**config.mk**
```make
export PLATFORM = sky130hd
export DESIGN_NAME = traffic_signal_controller
export DESIGN_NICKNAME = d
export VERILOG_FILES = /design/src/rtl/traffic_signal_controller.sv
export SDC_FILE = /design/constraint.sdc
export NUM_CORES = 1
export LEC_CHECK = 0
export ABC_AREA = 1
export CAP_MARGIN = 5
export CORE_AREA = 4 4 41 43
export DETAILED_ROUTE_END_ITERATION = 10
export DIE_AREA = 0 0 45 47
export DONT_BUFFER_PORTS = 1
export PLACE_DENSITY = 0.72
export SETUP_SLACK_MARGIN = 0.3
export SLEW_MARGIN = 0
export SYNTH_ARGS = -nofsm -noshare
export SYNTH_HDL_FRONTEND = slang
export SYNTH_SLANG_ARGS = --single-unit
export TNS_END_PERCENT = 1
```
**constraint.sdc**
```tcl
create_clock -name clk -period 1.1 [get_ports clk]
set_input_delay 0 -clock clk [delete_from_list [all_inputs] [get_ports clk]]
set_output_delay 0 -clock clk [all_outputs]
set_load 0.01 [all_outputs]
```
**src/rtl/traffic_signal_controller.sv**
```systemverilog
// Highway/country junction light controller: five-state Moore FSM with timed yellow/all-red dwells.
// Latency: lamps decode straight from the state register, so they change just after the edge that moves the state.
// Backpressure: none; the sensor input is sampled every cycle and the lamp outputs are never stalled.
module traffic_signal_controller #(
    parameter int Y2RDELAY = 1,
    parameter int R2GDELAY = 1
) (
    input  logic       clk,
    input  logic       reset,
    input  logic       x,
    output logic [1:0] Hwy,
    output logic [1:0] Cnrty
);

    localparam logic [1:0] RED    = 2'b00;
    localparam logic [1:0] YELLOW = 2'b01;
    localparam logic [1:0] GREEN  = 2'b10;

    // The exit is taken on the edge where the count reaches delay-1.
    localparam logic [7:0] Y2R_LAST = 8'(Y2RDELAY - 1);
    localparam logic [7:0] R2G_LAST = 8'(R2GDELAY - 1);

    typedef enum logic [2:0] {
        S0 = 3'd0,
        S1 = 3'd1,
        S2 = 3'd2,
        S3 = 3'd3,
        S4 = 3'd4
    } state_t;

    state_t     state;
    state_t     state_nxt;
    logic [7:0] cnt;
    logic [7:0] cnt_nxt;

    always_ff @(posedge clk or posedge reset) begin
        if (reset) begin
            state <= S0;
            cnt   <= '0;
        end else begin
            state <= state_nxt;
            cnt   <= cnt_nxt;
        end
    end

    // cnt_nxt defaults to zero so every state change clears the dwell count.
    always_comb begin
        state_nxt = S0;
        cnt_nxt   = '0;
        Hwy       = RED;
        Cnrty     = RED;
        case (state)
            S0: begin
                Hwy       = GREEN;
                state_nxt = x ? S1 : S0;
            end
            S1: begin
                Hwy = YELLOW;
                if (cnt == Y2R_LAST) begin
                    state_nxt = S2;
                end else begin
                    state_nxt = S1;
                    cnt_nxt   = cnt + 8'd1;
                end
            end
            S2: begin
                if (cnt == R2G_LAST) begin
                    state_nxt = S3;
                end else begin
                    state_nxt = S2;
                    cnt_nxt   = cnt + 8'd1;
                end
            end
            S3: begin
                Cnrty     = GREEN;
                state_nxt = x ? S3 : S4;
            end
            S4: begin
                Cnrty = YELLOW;
                if (cnt == Y2R_LAST) begin
                    state_nxt = S0;
                end else begin
                    state_nxt = S4;
                    cnt_nxt   = cnt + 8'd1;
                end
            end
            // Illegal encodings show RED/RED and fall back to S0.
            default: begin
                state_nxt = S0;
            end
        endcase
    end

endmodule

```
==> flow_metrics.py <==
metrics = {
    "synthesis": {
        "yosysWarnings": 0,
        "cell_accounting_for_the_most_synthesized_area": "dfrtp_1",
        "synth_cell_types": 16,
        "synth_cells": 92,
        "post_synth_instance_area_um2": 639.4,
        "synth.ff_latch_count": 11,
        "yosys.area.top_type_share": 0.4305,
        "mappedNetlistNets": 97,
        "synth.yosys.seq_area_share": 0.4305,
        "post_syn_area_per_cell_um2": 6.950,
        "ys_top_cells_by_area": "dfrtp_1 43%, nand2_1 15%, inv_1 9.4%",
    },
    "placed_design": {
        "hpwl_um": 955.7,
        "number_of_buffers_added_on_ports": 0,
        "finalWeightedCongestion": 0.8138,
        "placed_cells": 117,
        "placement.cell_area_um2": 733.2,
        "pre_cts_ws_ns": -0.04641,
    },
    "timing": {
        "hold_viol": 0,
        "worst_pin_slew_ns": 0.4449,
        "finalWorstPathRequiredPeriod_ns": 1.180,
        "rsz0062_at_grt": "yes",
        "relSlewSlack": 0.7031,
        "fmax_ghz": 0.8473,
        "setup_viol": 12,
        "tns_ns": -0.4980,
        "final-max-slew-violation-count": 0,
        "fin_ws_ns": -0.08019,
        "timing.clock.skew_ns": 0.007684,
        "final_min_period_over_clock_period": 1.073,
    },
    "critical_path": {
        "worstReg2RegEnd": "state[0]",
        "timing.critical_path.depth": 4,
        "critical_path_peak_fanout": 4,
        "end_kind": "primary output",
        "reg2reg_depth": 7,
        "worst-setup-path-type": "flip-flop to primary output",
        "family_with_the_most_delay_on_the_worst_path": "flip-flops",
        "cp.arrival_ns": 1.18,
        "setup.worst_path.start_class": "flip-flop",
        "crit_path_max_incr_delay_ns": 0.43,
        "rrSetupSlack_ns": -0.07,
        "worst_r2r_startpoint": "cnt[0]",
        "cp_cell_sequence": "inv_2 -> nand2_2 -> nor2_4 -> buf_6",
        "crit_required_ns": 1.10,
        "worst-path-buf-inv": 2,
        "critical_path.slowest_cell": "dfrtp_1",
    },
    "clock_network": {
        "clockRootBuffer": "clkbuf_4",
        "clkSlewWorstSetupHoldPaths_ns": 0.07,
        "cts_tree": "done",
        "cts.sink_count": 11,
        "cts_buffers": 3,
        "clkLatencyLatePin_ns": 0.26,
        "clock_tree.buffer_depth": 2,
        "htree_num_levels": 1,
    },
    "die": {
        "coreArea_um2": 1301,
        "die_width_um": 45,
        "initial_util": 0.4913,
        "dieArea_um2": 2115,
        "floorplan_row_count": 13,
        "die-height_um": 47,
        "io_pins": 7,
    },
    "pwr": {
        "share_comb_of_total_power": 0.479,
        "switching_share": 0.4140,
        "clock_power_share": 0.174,
        "p_sw_mw": 0.6482,
        "power_per_cell_area_nw_per_um2": 1714,
        "power.internal_mw": 0.9176,
        "reported_leakage_power_nw": 0.4599,
        "highest_ir_drop_seen_on_vdd_uv": 1479,
        "power_share_of_the_sequential_group": 0.347,
    },
    "route": {
        "drt_pre_antenna_iters": 4,
        "detailroute.via_count": 640,
        "final_antenna_net_count": 0,
        "drc_violations": 0,
        "avgViaCountPerCell": 4.961,
        "routed_wirelength_um": 1532,
        "drt-initial-drc-count": 25,
        "detail_route.wl_per_cell_um": 11.88,
    },
    "outcome": {
        "run_status": "finished, violations left",
        "violated_checks": "negative setup slack",
    },
    "worst_hold_path": {
        "hold_start": "x",
        "worst_hold_class": "input port to flip-flop",
        "worst_hold_path.num_cells": 4,
        "end_point_of_the_most_critical_hold_path": "state[0]",
    },
    "global_routing": {
        "grt_usage": 0.1636,
        "overflow": 0,
        "grt_antenna_before_repair": 0,
        "grt_max_degree": 12,
        "grt_first_pass_wirelength_um": 2477,
        "grt_pass1_vias": 595,
    },
    "finish": {
        "num_antenna_cells": 0,
        "final_common_cell": "nand2_1",
        "area_growth_syn_to_layout_pct": 42.86,
        "layout.core_utilization": 0.7019,
        "drive_gt1_frac": 0.3860,
        "nFillCells": 109,
        "fin_area_um2": 913.4,
        "mostFrequentLayoutCells": "22 x nand2_1, 13 x buf_4, 11 x inv_1",
        "stdcell_count": 129,
        "fin_nets": 120,
        "multiInputGateArea_um2": 375.4,
        "regArea_um2": 277.8,
    },
    "flow_run": {
        "max_cap_violations": 0,
    },
}
[cells by family (layout without fill, tap and decap cells)]
family | count (synthesis) | count (layout) | share of synthesized area
compound gates | 5 | 5 | 0.03913
xor+xnor | 2 | 2 | 0.02740
fa+ha+maj | 2 | 2 | 0.03913
buf+inv | 17 | 39 | 0.09980
flops | 11 | 11 | 0.4305
simple gates | 55 | 55 | 0.3640
[flip-flops by register name, indices dropped and copies added, names as in the netlist]
name   count
state      3
cnt        8
[worst max path at each step]
stage,end,from,slack [ns]
global route,state[0],cnt[0],-0.14
CTS,state[0],cnt[0],-0.02
global placement,state[0],cnt[0],-0.02
floorplan,state[0],cnt[0],0.02
finish,Cnrty[1],state[2],-0.08
detailed placement,state[0],cnt[0],-0.05
[power by group through the flow]
stage | sequential [mW] | combinational [mW] | clock [mW]
final | 0.543 | 0.750 | 0.272
after global routing | 0.556 | 0.826 | 0.298
after CTS | 0.514 | 0.565 | 0.274
after detailed placement | 0.515 | 0.513 | 0
after global placement | 0.513 | 0.505 | 0
after floorplan | 0.504 | 0.349 | 0
[Yosys cell counts]
cell	number
o21ai_0	2
nor3_1	1
o21ai_1	2
xnor2_1	1
xor2_1	1
nor2_2	3
nand4_1	1
ha_1	2
dfrtp_1	11
nand3_1	8
inv_1	16
nand2_2	2
nor2_1	14
nand2_1	26
inv_2	1
a21oi_1	1
[what timing repair did]
action,in CTS,in global routing
pin swaps,8,8
gates resized for setup,14,16
setup buffers,3,3
hold buffers,2,0
setup endpoints to repair,15,15
hold endpoints to repair,14,0
[tightest hold or removal path, stage by stage]
cell and delay, ns:
nand4_1 0.07, nand2_1 0.07, inv_1 0.04, nand3_1 0.09
[metal layers]
metal,track usage,vias up,part of all wire
li1,-,323,-
met1,0.2043,299,0.46
met2,0.2825,16,0.50
met3,0.03448,2,0.027
met4,0.05263,0,0.010
met5,0,-,0
[per-stage QoR]
stage / hold slack, ns / total power, mW
floorplan: -0.1476 / 0.8532
global placement: -0.09119 / 1.018
detailed placement: -0.08430 / 1.029
CTS: 0.02291 / 1.353
global route: 0.1024 / 1.680
finish: 0.05984 / 1.566
[layout make-up]
type,count,share of cell area
Multi-Input combinational cell,64,0.4110
Clock buffer,4,0.02877
Inverter,17,0.06986
Sequential cell,11,0.3041
Timing Repair Buffer,18,0.1658
Tap cell,15,0.02055
Note: power is estimated with default switching activity, not from simulation.
